===== src/rtl/igpu_decomp.sv =====
// igpu_decomp: rebuilds a 16-pixel RGBA tile from one compressed line (empty/raw/delta/solid) and streams it one pixel per beat.
// Ports: clk/rst (sync, active-high); in_valid/in_ready/in_lines/in_flag line input;
// out_valid/out_ready/out_pixel/out_index/out_last pixel stream; err_count malformed-line count.
// Optional macro IGPU_DECOMP_ERR_EN builds the saturating malformed-line counter; otherwise err_count is 0.
module igpu_decomp #(
  parameter int RES_W     = 4,
  parameter int ERR_CNT_W = 16
) (
  input  logic                 clk,
  input  logic                 rst,
  input  logic                 in_valid,
  output logic                 in_ready,
  input  logic [511:0]         in_lines,
  input  logic [1:0]           in_flag,
  output logic                 out_valid,
  input  logic                 out_ready,
  output logic [31:0]          out_pixel,
  output logic [3:0]           out_index,
  output logic                 out_last,
  output logic [ERR_CNT_W-1:0] err_count
);
  typedef enum logic {IDLE, EMIT} state_t;
  state_t       state_q, state_d;
  logic [511:0] line_q, line_d, res_sh;
  logic [1:0]   flag_q, flag_d;
  logic [3:0]   idx_q, idx_d;
  logic [31:0]  acc_q, acc_d, acc_nx;
  logic         accept, adv;
  assign out_valid = state_q == EMIT;
  assign in_ready  = state_q == IDLE || (out_ready && idx_q == 4'd15);
  assign accept    = in_valid && in_ready;
  assign adv       = out_valid && out_ready;
  assign out_index = idx_q;
  assign out_last  = out_valid && idx_q == 4'd15;
  assign out_pixel = !out_valid ? '0 :
                     flag_q == 2'b01 ? line_q[32*idx_q +: 32] :
                     flag_q == 2'b11 ? line_q[31:0] : acc_q;
  // residuals for pixel idx_q+1 land at the bottom of res_sh
  assign res_sh = line_q >> (32 + 32'(idx_q) * 4 * RES_W);
  always_comb begin
    acc_nx = acc_q;
    for (int c = 0; c < 4; c++)
      acc_nx[8*c +: 8] = acc_q[8*c +: 8] + 8'($signed(res_sh[c*RES_W +: RES_W]));
  end
  always_comb begin
    state_d = state_q;
    line_d  = line_q;
    flag_d  = flag_q;
    idx_d   = idx_q;
    acc_d   = acc_q;
    if (accept) begin
      state_d = in_flag == 2'b00 ? IDLE : EMIT;
      line_d  = in_lines;
      flag_d  = in_flag;
      idx_d   = '0;
      acc_d   = in_lines[31:0];
    end else if (adv) begin
      state_d = idx_q == 4'd15 ? IDLE : EMIT;
      idx_d   = idx_q + 4'd1;
      acc_d   = acc_nx;
    end
  end
  always_ff @(posedge clk) begin
    if (rst) begin
      state_q <= IDLE;
      line_q  <= '0;
      flag_q  <= '0;
      idx_q   <= '0;
      acc_q   <= '0;
    end else begin
      state_q <= state_d;
      line_q  <= line_d;
      flag_q  <= flag_d;
      idx_q   <= idx_d;
      acc_q   <= acc_d;
    end
  end
`ifdef IGPU_DECOMP_ERR_EN
  logic [ERR_CNT_W-1:0] err_q, err_d;
  logic                 bad;
  assign bad = (in_flag == 2'b10 && |(in_lines >> (32 + 60 * RES_W))) ||
               (in_flag == 2'b11 && |in_lines[511:32]);
  assign err_d = (accept && bad && !(&err_q)) ? err_q + ERR_CNT_W'(1) : err_q;
  always_ff @(posedge clk) begin
    err_q <= rst ? '0 : err_d;
  end
  assign err_count = err_q;
`else
  assign err_count = '0;
`endif
endmodule


===== config.mk =====
export PLATFORM = sky130hd
export DESIGN_NAME = igpu_decomp
export DESIGN_NICKNAME = d
export VERILOG_FILES = /design/src/rtl/igpu_decomp.sv
export SDC_FILE = /design/constraint.sdc
export NUM_CORES = 1
export LEC_CHECK = 0
export ABC_AREA = 1
export BUFFER_PORTS_ARGS = -buffer_cell sky130_fd_sc_hd__buf_2
export CAP_MARGIN = 20
export CORE_ASPECT_RATIO = 1.1
export CORE_UTILIZATION = 49
export CTS_CLUSTER_SIZE = 12
export DETAILED_ROUTE_END_ITERATION = 10
export PLACE_DENSITY = 0.75
export SLEW_MARGIN = 20
export SYNTH_ARGS = -nofsm -noshare
export SYNTH_HDL_FRONTEND = slang
export SYNTH_SLANG_ARGS = --single-unit

===== constraint.sdc =====
create_clock -name clk -period 4.31 [get_ports clk]
set_clock_uncertainty 0.1 [all_clocks]
set_input_delay 0.862 -clock clk [delete_from_list [all_inputs] [get_ports clk]]
set_output_delay 0.862 -clock clk [all_outputs]
set_load 0.01 [all_outputs]

Word level (Yosys, flattened, before mapping)
Cells that the tools add are included.
W data, S select, Z words.

word-level totals
  input port bits = 518
  word-level logic and storage cells = 34
  bits in registers = 551
  output and inout bits = 55

cells by class
  eq/ne operators = 3
  add/subtract/negate cells = 6
  shifts and indexed selects = 2
  multiplexer cells = 9
  reductions and logical operators = 8
  bitwise logic cells = 1

operators with widths
  kind                   number
  $shiftx A512 B10 Y32   1
  $shr A512 B9 Y16       1
  $mux W32               5
  $add A8 B8 Y8          4
  $add A6 B8 Y9 const A  1
  $add A4 B1 Y4 const B  1
  $eq A4 B4 Y1 const B   1
  $logic_and A1 B1 Y1    4
  $mux W1                4
  $eq A2 B1 Y1 const B   1
  $eq A2 B2 Y1 const B   1
  $logic_not A2 Y1       1
  $reduce_bool A2 Y1     1
  $reduce_or A2 Y1       1
  $logic_or A1 B1 Y1     1
  $not A1 Y1             1

Longest topological paths before layout
  depth after elaboration = 5
  mapped depth = 22
  mapped depth without buffers = 19

Worst setup path after synthesis
OpenSTA, ideal clock, no wires.

  path kind = flip-flop to flip-flop
  start = reg idx_q[0] (netlist: out_index[0])
  end = reg acc_q[30]
  stages on the path, launching flop included = 21
  data required time = 4080 ps
  arrival time = 2799 ps
  clock period less this slack = 3029 ps
  path slack = 1281 ps
  buffers on the path = 5
  setup time = 130 ps
  cell sequence = dfxtp_1 -> buf_6 -> buf_6 -> buf_6 -> buf_2 -> buf_2 -> o21ai_0 -> a21oi_1 -> o211ai_1 -> ha_1 -> inv_1 -> fa_1 -> inv_1 -> nand3_1 -> nand2_1 -> nand2_1 -> nand2_1 -> a21oi_1 -> or2_2 -> nand3_1 -> a31oi_1

on the way
  word-level cells in the longest chain between the ends = 5
  elaborated cells between the ends (all ways) = 10
  those cells by class = add/sub: 2; eq/ne: 1; shift: 1; mux: 2; reduce/logical: 4

ends and longest elaborated chain
  item                                                     RTL line  source
  start: declaration                                       26        logic [3:0] idx_q, idx_d;
  start signal: assignment                                 74        idx_q <= idx_d;
  $add A6 B8 Y9 or $eq A4 B4 Y1 (tied branches)            39, 30
  $shr A512 B9 Y16 or $logic_and A1 B1 Y1 (tied branches)  39, 30
  $add A8 B8 Y8 or $logic_or A1 B1 Y1 (tied branches)      43, 30
  $mux W32 or $logic_and A1 B1 Y1 (tied branches)          57, 31
  $mux W32 or $reduce_bool A2 Y1 (tied branches)           -
  end signal: assignment                                   69        acc_q <= '0;
  end signal: assignment                                   75        acc_q <= acc_d;
  end: declaration                                         27        logic [31:0] acc_q, acc_d, acc_nx;

Several ways; a longest one is shown, not always the timed one. The select of a mux whose other input is x is not followed.
A chain may end at the register's enable or synchronous reset.

Worst setup path after layout
  start = reg idx_q[0] (netlist: out_index[0])
  end = out out_pixel[29]

on the way
  word-level cells in the longest chain between the ends = 3

ends and longest elaborated chain
  item                  RTL line  source
  $shiftx A512 B10 Y32  36        flag_q == 2'b01 ? line_q[32*idx_q +: 32] :
  $mux W32              36
  $mux W32              35        assign out_pixel = !out_valid ? '0 :
  end: declaration      17        output logic [31:0] out_pixel,

No other way between the ends.

==> impl_metrics.toml <==
[synth]
ys_ff_latch = 551
synth_edf_count = 0
yosys_warnings = 0
synth_common_cells = "nor2_1, o21ai_0, nand2_1, dfxtp_1, a21oi_1"
yosysUniqueCellTypes = 36
yosysMostFrequentCell = "nor2_1"
synth-main-ff-cell = "dfxtp_1"
synth_area_leaders = "dfxtp_1, o21ai_0, nor2_1"
synthArstFlopShare_pct = 0
syn-instance-count = 3986
avgSynthCellArea_sq_um = 6.79
ys_seq_area_share_pct = 40.8
yosysTopAreaCellShare_pct = 40.8
syn_area_sq_um = 27100
synth_top_area_cell = "dfxtp_1"

[job]
maxCapViolations = 0

[pwr]
p_clk_share_pct = 36.3
p_sw_mw = 4.23
total_power_mw = 13.5
switching_share_pct = 31.3
seq_power_share_pct = 44.3
p_int_mw = 9.27
combPwrFrac_pct = 19.4
p_leak_nw = 13.9
pwr_density_cell_nw_per_um2 = 421
ir_worst_vdd_uv = 368

[timing]
period_share_pct = 101
rsz0062_at_grt = "false"
fin_ws_ns = -0.0304
hold_violations = 0
drv_slew = 0
max-slew-margin-rel_pct = 38.6
tightestPinTransition_ns = 0.922
setup_viol_count_final = 4
fin_crit_ns = 4.34
max_freq_mhz = 230

[worst_setup_path]
r2r_cells = 9
crit_fanout = 59
critPathRequiredTime_ns = 3.35
end_kind = "primary output"
worstPathArrival_ns = 3.38
start_kind = "register"
path_class = "register to primary output"

[die]
die_height_um = 248
core_sq_um = 54100
initial_core_util_pct = 50.0
dieWidth_um = 226
ios = 573
dieArea_sq_um = 56200
rows = 89

[clock_network]
clock-root-buffer = "clkbuf_16"
cts_sinks = 551
cts_tree = "yes"
cts_made_buffers = 57
cts.clk_slew.worst_paths_ns = 0.07
htree_levels = 2
insertion_delay_ns = 0.63
ctsHoldBuffers = 0
cts_buffer_depth = 3

[cells_and_area]
syn2layout_area_growth_pct = 18.4
stdcell_count = 5131
fin_nets = 4922
drive_gt1_share_pct = 17.5

[place]
pre_cts_ws_ns = 0.311
dp_cells = 5040
gp_congestion = 1.06
dp_hpwl_um = 94700
io_buffers = 556

[route]
drt_iter0_markers = 3584
drt-pass1-iter-count = 7
routed_wl_um = 124000
viasPerCell = 5.87
vias = 30135
wl_per_cell_um = 24.2
route.antenna.remaining_nets = 0
drc = 0

[global_routing]
antenna_found_initial = 3
grt_pass1_wl_um = 177000
grt_use_total_pct = 42.7
grt_overflow = 0
grt_max_degree = 138
grt_pass1_vias = 27491

[status]
run_status = "complete, but fails checks"
violations = "setup timing"

[hold_path]
min_path_type = "register to register"
hold_depth = 2
[cells in the final DEF, fill, tap and decap left out, types with 16 or more instances in the layout]
cell type  count
a21oi_1      224
a22oi_1       68
a31oi_1       29
buf_12        22
buf_2        556
buf_4         65
clkbuf_16     57
conb_1        16
dfxtp_1      548
ha_1          29
inv_1        190
nand2_1      589
nand3_1      121
nor2_1       860
o2111ai_1     46
o211ai_1      43
o21ai_0      731
o21ai_1       39
o22ai_1       55
or2_2         20
[sequential cells by signal (all words and copies together) (netlist names)]
signal / flops
flag_q: 2
out_valid: 1
out_index: 4
line_q: 512
acc_q: 32
[timing repair]
| action | CTS | global route |
|---|---|---|
| hold endpoints to repair | 0 | 0 |
| endpoints found under the setup margin | 3 | 23 |
| resized for setup | 5 | 17 |
| setup buffers | 0 | 0 |
[worst paths after layout]
kind                 from       endpoint  slack, ns
min           line_q[120]    line_q[120]       0.38
min reg2reg   line_q[120]    line_q[120]       0.38
max reg2reg  out_index[0]    line_q[116]       0.56
max          out_index[0]  out_pixel[29]      -0.03
[power by group through the flow]
stage | combinational, mW | clock, mW | sequential [mW]
after floorplan | 1.61 | 0 | 5.90
after global routing | 2.86 | 5.09 | 6.01
final | 2.62 | 4.90 | 5.98
after global placement | 2.50 | 0 | 6.07
after CTS | 2.55 | 4.91 | 5.97
after detailed placement | 2.53 | 0 | 6.08
[through the flow]
stage	hold slack (ns)	setup TNS [ns]	area [sq um]	utilization [%]
6_report	0.375	-0.0984	32000	59.2
5_1_grt	0.388	0	32000	59.2
4_1_cts	0.364	0	32000	59.1
3_5_place_dp	0.363	0	30200	55.8
3_3_place_gp	0.354	0	30200	55.8
2_1_floorplan	0.335	0	27100	-
[per-layer routing]
layer	routed length, um	track usage [%]	up-vias
met3	12400	9.24	353
met5	20	0	-
li1	-	-	14029
met2	55900	67.1	1748
met4	8590	25.7	4
met1	47100	53.4	14001
[cell families (layout without fill, tap and decap cells)]
logic type | count (synthesis) | count (layout) | share of synthesized area, %
buffers and inverters | 535 | 936 | 8.78
AND/OR/NAND/NOR | 1604 | 1604 | 23.2
flip-flops | 551 | 551 | 40.8
XOR/XNOR | 4 | 4 | 0.129
AO/OA/AOI/OAI | 1258 | 1258 | 25.5
adder cells (fa/ha/maj) | 33 | 33 | 1.64
other | 1 | 17 | 0.0139
[critical path: stages, from the launching register on]
cell and delay, ns:
dfxtp_4 0.48, buf_12 0.29, buf_4 0.33, o21ai_0 0.19, nand2_1 0.11, o2111ai_1 0.19
nand3_1 0.15, nand2_1 0.13, o21ai_1 0.47, a21oi_1 0.14, buf_2 0.17
[area by class of cell]
cell class                      instances  area [sq um]
Fill cell                            5456         22100
Multi-Input combinational cell       2915         13700
Sequential cell                       551         11000
Timing Repair Buffer                  646          3760
Clock buffer                           76          1580
Tap cell                              728           911
Inverter                              200           783
Clock inverter                         14           213
Antenna cell                            1          2.50
No activity file was read; power rests on OpenSTA's default activity.
